===== src/rtl/registers_writeback_stage3.sv =====
// Stage-3 writeback: commits stage-2 write strobes into a 16 x 32 register file,
// serves two read ports and tracks pending writes for hazard stalls. Optional macro: REGS_FORWARD_EN.
module registers_writeback_stage3 #(
    parameter int NUM_REGS   = 16,
    parameter int DATA_WIDTH = 32,
    parameter int IDX_W      = $clog2(NUM_REGS)
) (
    input  logic                  clock,
    input  logic                  reset,
    input  logic                  write,
    input  logic                  alu_cycle,
    input  logic [IDX_W-1:0]      write_index,
    input  logic [DATA_WIDTH-1:0] write_data,
    input  logic [DATA_WIDTH-1:0] alu_result_latched,
    input  logic                  write_immediate,
    input  logic [15:0]           write_immediate_data,
    input  logic [1:0]            write_immediate_type,
    input  logic                  issue_valid,
    input  logic [IDX_W-1:0]      issue_index,
    input  logic [IDX_W-1:0]      read_index_a,
    input  logic [IDX_W-1:0]      read_index_b,
    output logic [DATA_WIDTH-1:0] read_data_a,
    output logic [DATA_WIDTH-1:0] read_data_b,
    output logic                  hazard,
    output logic [31:0]           retired_writes,
    output logic                  write_conflict
);

    typedef enum logic [1:0] {
        IT_UNSIGNED = 2'd0,
        IT_SIGNED   = 2'd1,
        IT_TOP      = 2'd2,
        IT_BOTTOM   = 2'd3
    } t_immediate_type;

    // Merge a 16-bit immediate into a register value; TOP/BOTTOM keep the other half.
    function automatic logic [DATA_WIDTH-1:0] imm_merge(
        input logic [1:0]            ty,
        input logic [15:0]           imm,
        input logic [DATA_WIDTH-1:0] cur
    );
        logic [DATA_WIDTH-1:0] res;
        case (t_immediate_type'(ty))
            IT_UNSIGNED: res = {{(DATA_WIDTH-16){1'b0}}, imm};
            IT_SIGNED:   res = {{(DATA_WIDTH-16){imm[15]}}, imm};
            IT_TOP:      res = {imm, cur[DATA_WIDTH-17:0]};
            IT_BOTTOM:   res = {cur[DATA_WIDTH-1:16], imm};
            default:     res = {{(DATA_WIDTH-16){1'b0}}, imm};
        endcase
        return res;
    endfunction

    logic [DATA_WIDTH-1:0] regs_r [NUM_REGS];
    logic [NUM_REGS-1:0]   pending_r;
    logic [31:0]           retired_writes_r;
    logic                  write_conflict_r;

    logic                  commit_s;
    logic [DATA_WIDTH-1:0] commit_data_s;
    logic [NUM_REGS-1:0]   clear_mask_s;
    logic [NUM_REGS-1:0]   set_mask_s;
    logic [NUM_REGS-1:0]   pending_next_s;
    logic [NUM_REGS-1:0]   visible_pending_s;

    // Commit value selection; the full-word write always wins over an immediate.
    always_comb begin
        commit_s      = write | write_immediate;
        commit_data_s = '0;
        if (write) begin
            commit_data_s = alu_cycle ? alu_result_latched : write_data;
        end else if (write_immediate) begin
            commit_data_s = imm_merge(write_immediate_type, write_immediate_data,
                                      regs_r[write_index]);
        end else begin
            commit_data_s = '0;
        end
    end

    // Scoreboard next state: issue set is applied after commit clear so set wins.
    always_comb begin
        clear_mask_s = '0;
        set_mask_s   = '0;
        if (commit_s) begin
            clear_mask_s[write_index] = 1'b1;
        end else begin
            clear_mask_s = '0;
        end
        if (issue_valid) begin
            set_mask_s[issue_index] = 1'b1;
        end else begin
            set_mask_s = '0;
        end
        pending_next_s = (pending_r & ~clear_mask_s) | set_mask_s;
    end

    // Read ports and hazard, with optional same-cycle bypass of the commit.
    always_comb begin
`ifdef REGS_FORWARD_EN
        visible_pending_s = pending_r & ~(clear_mask_s & ~set_mask_s);
        if (commit_s && (read_index_a == write_index)) begin
            read_data_a = commit_data_s;
        end else begin
            read_data_a = regs_r[read_index_a];
        end
        if (commit_s && (read_index_b == write_index)) begin
            read_data_b = commit_data_s;
        end else begin
            read_data_b = regs_r[read_index_b];
        end
`else
        visible_pending_s = pending_r;
        read_data_a       = regs_r[read_index_a];
        read_data_b       = regs_r[read_index_b];
`endif
        hazard = visible_pending_s[read_index_a] | visible_pending_s[read_index_b];
    end

    // Register file, scoreboard, retire counter and sticky conflict flag.
    always_ff @(posedge clock) begin
        if (reset) begin
            for (int i = 0; i < NUM_REGS; i++) begin
                regs_r[i] <= '0;
            end
            pending_r        <= '0;
            retired_writes_r <= 32'd0;
            write_conflict_r <= 1'b0;
        end else begin
            if (commit_s) begin
                regs_r[write_index] <= commit_data_s;
                retired_writes_r    <= retired_writes_r + 32'd1;
            end
            if (write && write_immediate) begin
                write_conflict_r <= 1'b1;
            end
            pending_r <= pending_next_s;
        end
    end

    assign retired_writes = retired_writes_r;
    assign write_conflict = write_conflict_r;

endmodule


===== config.mk =====
export PLATFORM = sky130hd
export DESIGN_NAME = registers_writeback_stage3
export DESIGN_NICKNAME = d
export VERILOG_FILES = /design/src/rtl/registers_writeback_stage3.sv
export SDC_FILE = /design/constraint.sdc
export NUM_CORES = 1
export LEC_CHECK = 0
export BUFFER_PORTS_ARGS = -buffer_cell sky130_fd_sc_hd__buf_4
export CORE_ASPECT_RATIO = 1.75
export CORE_MARGIN = 2
export CORE_UTILIZATION = 55
export CTS_CLUSTER_SIZE = 25
export DETAILED_ROUTE_END_ITERATION = 8
export GPL_TIMING_DRIVEN = 0
export HOLD_SLACK_MARGIN = 0.02
export PLACE_DENSITY = 0.77
export SYNTH_ARGS = -nofsm -noshare
export SYNTH_HDL_FRONTEND = slang
export SYNTH_SLANG_ARGS = --single-unit

===== constraint.sdc =====
create_clock -name clock -period 2.3 [get_ports clock]
set_clock_uncertainty 0.05 [all_clocks]
set_input_delay 0.46 -clock clock [delete_from_list [all_inputs] [get_ports clock]]
set_output_delay 0.46 -clock clock [all_outputs]
set_load 0.1 [all_outputs]

==> results of run 1 <==
==> kinds of logic (layout without fill, tap and decap cells) <==
family,Yosys count,count (layout)
other,0,1
AND/OR/NAND/NOR,720,720
AO/OA/AOI/OAI,111,111
multiplexers,365,365
adder cells (fa/ha/maj),1,1
flip-flops,561,561
buffers and inverters,188,496
XOR/XNOR,13,13
==> metal layers <==
layer | vias up | wire [um] | GRT usage (%)
met4 | 2 | 11680 | 32.48
met2 | 2086 | 51430 | 62.08
li1 | 8169 | - | -
met5 | - | 23 | 0
met3 | 668 | 12420 | 8.839
met1 | 10365 | 29010 | 39.34
==> layout make-up <==
cell class	instances	area, um^2
fill	3485	17320
multi-input combinational	1210	12260
sequential	561	16370
antenna	1	2.502
buffer	183	1518
clock buffer	65	1391
tap	678	848.3
clock inverter	25	195.2
inverter	5	18.77
timing repair buffer	218	2432
==> registers in the layout, summed over array words and instances, names as in the netlist <==
| signal | flops |
|---|---|
| write_conflict | 1 |
| regs_r | 512 |
| retired_writes | 32 |
| pending_r | 16 |
==> cell usage in the layout (no fill, tap or decap), drive strengths merged, types with 24 or more instances in the layout <==
cell,n
nor2,557
a21oi,51
dfxtp,49
nand2,41
edfxtp,512
o31ai,24
buf,306
nand2b,38
mux4,328
clkbuf,157
==> power by group through the flow <==
stage                     clock network (W)  logic [W]  registers (W)
after floorplan                           0    0.00352         0.0121
after global routing                0.00865    0.00571         0.0120
after CTS                           0.00831    0.00530         0.0120
after global placement                    0    0.00491         0.0121
after detailed placement                  0    0.00495         0.0122
final                               0.00843    0.00562         0.0120
==> critical path, cell delays in order <==
cell and delay [ps]:
clkbuf_2 200, buf_6 250, buf_6 230, mux4_2 380, mux4_2 590, buf_12 210
==> worst max path at each step <==
stage | start | endpoint | slack [ps] | depth (start not counted)
finish | read_index_a[1] | read_data_a[16] | -560 | 6
global placement | write_immediate | regs_r[7][22] | -1120 | 7
global route | regs_r[6][30] | read_data_a[30] | -540 | 3
detailed placement | write_index[1] | regs_r[0][11] | -1170 | 4
CTS | regs_r[14][20] | read_data_a[20] | -510 | 3
floorplan | read_index_a[0] | read_data_a[0] | -320 | 5
==> per-stage QoR <==
step	TNS (ps)	instances	cell area (um^2)
3_3_place_gp	-796320	2823	31660
6_report	-36390	2946	35040
3_5_place_dp	-834690	2823	31660
2_1_floorplan	-20900	1959	29420
5_1_grt	-32660	2946	35040
4_1_cts	-28640	2916	34170
==> timing repair <==
| action | in CTS | in global routing |
|---|---|---|
| endpoints found under the setup margin | 790 | 410 |
| buffers inserted | 1 | 14 |
| hold endpoints to repair | 0 | 0 |
| pin swaps | 1 | 4 |
| cloned | 2 | 15 |
| resized for setup | 245 | 75 |
==> flow_summary_export.csv, run 1 <==
group,metric,value,unit
worst_setup_path,critical_path_class,"input port to primary output",
synthesis,yosys.area_share.simple,10.52,%
synthesis,yosysWarningCount,0,
power_and_ir_drop,switchingPower,0.007673,W
floorplan,initial_core_util,55.66,%
sta,layout_min_cycle_time,2861,ps
worst_setup_path,critPathArrivalTime,2350,ps
synthesis,synth_edf_count,512,
clock_network,cts_sinks,561,
sta,post-route-period-util,124.4,%
sta,setup_viol_count_final,219,
sta,max_slew_margin,37.64,%
synthesis,syn_area,29140,um^2
power_and_ir_drop,p_seq_share,46.1,%
synthesis,synth_top_area_share,52.75,%
power_and_ir_drop,p_int,0.01837,W
sta,rsz0062_at_grt,"true",
worst_setup_path,regToRegSetupSlack,200,ps
worst_hold_path,min_path_cells,3,
layout,area_delta_synth_final,20.22,%
synthesis,synthAdderAreaFrac,0.04293,%
grt,grt_usage,37.32,%
clock_network,insertion_delay,590,ps
synthesis,synthFlopType,"edfxtp_1",
clock_network,ctsLongestPathBuffers,3,
routing,detail_route.vias_per_cell,7.227,
worst_hold_path,min_to,"pending_r[3]",
power_and_ir_drop,p_per_area,743.3,nW/um^2
synthesis,yosys.area.top_type,"edfxtp_1",
routing,vias,21290,
clock_network,ctsHoldBuffers,0,
floorplan,die_h,308.5,um
synthesis,syn_avg_cell_area,14.88,um^2
power_and_ir_drop,total_power,0.02604,W
synthesis,synth.area.top_cells,"edfxtp_1 53%, mux4_2 25%, nor2_1 7.2%",
routing,wl,104.6,mm
status,violations,"negative setup slack",
power_and_ir_drop,p_sw_share,29.46,%
worst_hold_path,hp-start,"issue_index[0]",
sta,tightest_slew,935.5,ps
layout,fin_util,66.92,%
power_and_ir_drop,p_leak,11.81,nW
synthesis,postSynth.asyncResetShare,0,%
placement,place_congestion,1.013,
worst_hold_path,hp-class,"input port to flip-flop",
sta,worst_hold_slack,116.6,ps
routing,wire_per_inst,35.49,um
grt,antenna_found_initial,2,
clock_network,htreeDepth,2,
synthesis,synth-seq-cells,561,
sta,fmax,349.6,MHz
synthesis,yosys.cell_count.top_type,"nor2_1",
worst_setup_path,rr_worst_depth,6,
clock_network,cts_made_buffers,49,
worst_setup_path,r2r_end,"retired_writes[22]",
synthesis,synth_nets,2064,
floorplan,core_region_area,52360,um^2
sta,slew_viol_final,0,
grt,grt_pass1_vias,21783,
worst_setup_path,crit_required,1790,ps
synthesis,ys_seq_area_share,56.12,%
synthesis,synthXorXnorAreaFrac,0.3907,%
clock_network,cts_tree,"built",
sta,setup_slack,-560.6,ps
synthesis,syn_inst,1959,
placement,io_buffer_count,186,
worst_setup_path,worst_r2r_startpoint,"retired_writes[0]",
worst_setup_path,worstPathMaxFanout,10,
layout,fin_nets,2333,
floorplan,die_area,54920,um^2
grt,grt_pass1_wl,142.5,mm
clock_network,clk_pin_slew,70,ps
synthesis,ys_top_cells_by_count,"556 x nor2_1, 512 x edfxtp_1, 328 x mux4_2, 76 x clkbuf_1, 65 x buf_2",
power_and_ir_drop,p_comb_share,21.6,%
floorplan,placementRows,111,
power_and_ir_drop,p_clk_share,32.4,%
floorplan,dieWidth,178.0,um
placement,hpwl,71.38,mm
synthesis,ys_types,48,
status,status,"finished, violations left",
routing,drc,0,
routing,ant_nets,0,
worst_setup_path,worstSetupStartpointType,"input port",
routing,dr.pass1.iters,6,
routing,first_iter_violations,3221,
synthesis,synth_compound_area_share,2.992,%
worst_setup_path,cp-end-kind,"primary output",
synthesis,synth_top_family_by_area,"multiplexers",
job,drv_cap,0,
floorplan,io-pin-count,202,
grt,grt_overflow,0,
placement,place_ws,-1167,ps
synthesis,synth_mux_area_share,26.69,%
power_and_ir_drop,vdd_drop_max,0.5332,mV
layout,drive_gt1_share,38.11,%
clock_network,cts_root_buffer,"clkbuf_16",
grt,grt_start_max_net_pins,17,
sta,finalHoldViolCount,0,
(Power assumes the default switching activity.)
==> run 2: changes to the inputs <==
Settings changed: BUFFER_PORTS_ARGS -buffer_cell sky130_fd_sc_hd__buf_4 to not set, CORE_UTILIZATION 55 to 58, DONT_BUFFER_PORTS set to 1, PLACE_DENSITY 0.77 to 0.74, TNS_END_PERCENT set to 1.
Clock period 2.3 ns to 3.71 ns, I/O delays scaled along.
==> run 2 against run 1 <==
The flow still finishes with violations (negative setup slack). Total power is 41% lower. Die area is 5.1% lower. Final area is 9.6% lower. Via count is 6.4% lower. Sequential share of layout area is 4.9 points higher. Flip-flop and latch count stayed put. Routed wire length is 5.7% lower. Non-clock buffer count is 218 lower. Critical path type unchanged. Largest power group unchanged.
==> flow_summary_export.csv, run 2 (synthesis gave the netlist of run 1 again) <==
group,metric,value,unit
sta,max_slew_margin,2.179,%
placement,place_congestion,0.9931,
routing,wl_met1,27.65,mm
sta,worst_hold_slack,256.2,ps
sta,post-route-period-util,101.7,%
clock_network,insertion_delay,590,ps
power_and_ir_drop,vdd_drop_max,0.4333,mV
layout,area_delta_synth_final,8.646,%
worst_setup_path,regToRegSetupSlack,780,ps
worst_setup_path,critPathTopFamily,"multiplexers",
grt,grt_pass1_wl,139.6,mm
grt,grt_start_max_net_pins,17,
placement,place_ws,-532.6,ps
worst_setup_path,cp-end-kind,"primary output",
power_and_ir_drop,total_power,0.01547,W
grt,grt_usage,38.41,%
routing,wl_met3,11.60,mm
clock_network,cts_made_buffers,50,
routing,detail_route.vias_per_cell,7.344,
routing,first_iter_violations,3089,
sta,slew_viol_final,0,
routing,drc,0,
clock_network,ctsHoldBuffers,0,
floorplan,core_region_area,49590,um^2
power_and_ir_drop,switchingPower,0.004603,W
floorplan,initial_core_util,58.77,%
floorplan,io-pin-count,202,
worst_setup_path,crit_path_max_incr_delay,760,ps
floorplan,die_area,52130,um^2
sta,setup_viol_count_final,25,
sta,rsz0062_at_grt,"true",
worst_setup_path,worstPathMaxFanout,10,
status,status,"finished, violations left",
clock_network,cts_tree,"built",
clock_network,clk_pin_slew,70,ps
worst_setup_path,cp_slowest_cell,"mux4_2",
power_and_ir_drop,p_int,0.01087,W
sta,fmax,265.0,MHz
placement,hpwl,70.82,mm
layout,nFillCells,3587,
floorplan,dieWidth,173.5,um
status,violations,"negative setup slack",
layout,regMostFlops,"regs_r",
clock_network,htreeDepth,2,
clock_network,cts_sinks,561,
job,drv_cap,0,
grt,grt_pass1_vias,20935,
power_and_ir_drop,p_seq_share,48.2,%
worst_setup_path,worstSetupStartpointType,"input port",
sta,finalHoldViolCount,0,
routing,top_layer_used,"met5",
power_and_ir_drop,p_clk_share,33.7,%
layout,finalNonFillerCells,2713,
routing,wire_per_inst,36.36,um
layout,layout_commonest_cell,"nor2_1",
worst_setup_path,critPathArrivalTime,2980,ps
grt,grt_overflow,0,
layout,final_cell_mix,"556 x nor2_1, 512 x edfxtp_1, 328 x mux4_2",
routing,ant_nets,0,
routing,vias,19923,
sta,layout_min_cycle_time,3773,ps
worst_hold_path,hp-start,"issue_index[0]",
worst_setup_path,path_buf_inv,2,
worst_setup_path,worst_r2r_startpoint,"retired_writes[1]",
power_and_ir_drop,p_per_area,488.7,nW/um^2
routing,dr.pass1.iters,6,
routing,wl,98.65,mm
sta,setup_slack,-63.04,ps
routing,wl_met2,49.77,mm
worst_hold_path,hp-class,"input port to flip-flop",
floorplan,die_h,300.5,um
placement,io_buffer_count,0,
grt,antenna_found_initial,3,
worst_setup_path,critical_path_class,"input port to primary output",
layout,drive_gt1_share,27.56,%
placement,dp_cells,2619,
worst_setup_path,crit_required,2920,ps
layout,fin_nets,2116,
power_and_ir_drop,p_sw_share,29.75,%
clock_network,ctsLongestPathBuffers,3,
worst_setup_path,cp-startpoint,"read_index_b[1]",
worst_setup_path,crit_chain,"clkbuf_1 -> clkbuf_1 -> mux4_2 -> mux4_2",
power_and_ir_drop,p_comb_share,18.1,%
layout,largest_reg_flops,512,
sta,tightest_slew,1467,ps
power_and_ir_drop,p_leak,10.05,nW
clock_network,cts_root_buffer,"clkbuf_16",
floorplan,placementRows,108,
[run 2: cell types whose count changed in the layout (fill, tap and decap cells not counted), moves of 19 or more]
cell       previous run  this run
nand2b_1              5        38
clkbuf_1             52        73
buf_12               19         0
clkbuf_16            70        51
buf_6                54        20
buf_8                24         0
buf_4               136        10
[run 2: final timing paths]
kind / to / cells after the start
worst min register to register: pending_r[8] / 2
worst min-delay path: pending_r[3] / 2
worst max-delay path: read_data_b[27] / 4
worst max register to register: retired_writes[22] / 6
[run 2: timing repair]
item | 4_1_cts | 5_1_grt
gates cloned | 0 | 0
gates resized for setup | 61 | 15
setup buffers | 0 | 0
setup endpoints to repair | 65 | 42
endpoints found under the hold margin | 0 | 0
[run 2: worst register-to-register path, delay by kind of cell, from the launching register on]
kind	cells	cell delay, ps
adders and majority gates	1	320
AOI/OAI and AO/OA	2	430
and+or+nand+nor	2	700
DFF	1	1030
buffers and inverters	1	340
[run 2: per-layer routing]
layer	track usage (%)	vias to the layer above
li1	-	7721
met5	0	-
met2	66.00	1691
met1	39.50	9984
met3	9.912	525
met4	31.48	2
[run 2: power by group through the flow]
stage	Combinational [W]	Clock (W)	Sequential (W)
2_1_floorplan	0.00215	0	0.00750
3_3_place_gp	0.00273	0	0.00753
3_5_place_dp	0.00275	0	0.00758
4_1_cts	0.00277	0.00516	0.00745
5_1_grt	0.00285	0.00537	0.00749
6_report	0.00280	0.00521	0.00746
[run 2: layout make-up]
type	count	area [um^2]	share of cell area [%]
well taps	660	825.8	2.608
clock inverters	26	217.7	0.6876
diodes	3	7.507	0.02371
plain buffers	183	1026	3.240
flip-flops and latches	561	16360	51.65
clock buffers	65	1359	4.291
multi-input cells	1210	11850	37.44
inverters	5	18.77	0.05927
[run 2: stage by stage]
step           area [um^2]  TNS [ps]  util (%)
2_1_floorplan        29150         0         -
3_3_place_gp         29970    -24490     60.44
3_5_place_dp         29970    -26760     60.44
4_1_cts              31620    -97.34     63.77
5_1_grt              31660    -544.1     63.83
6_report             31660    -681.1     63.85
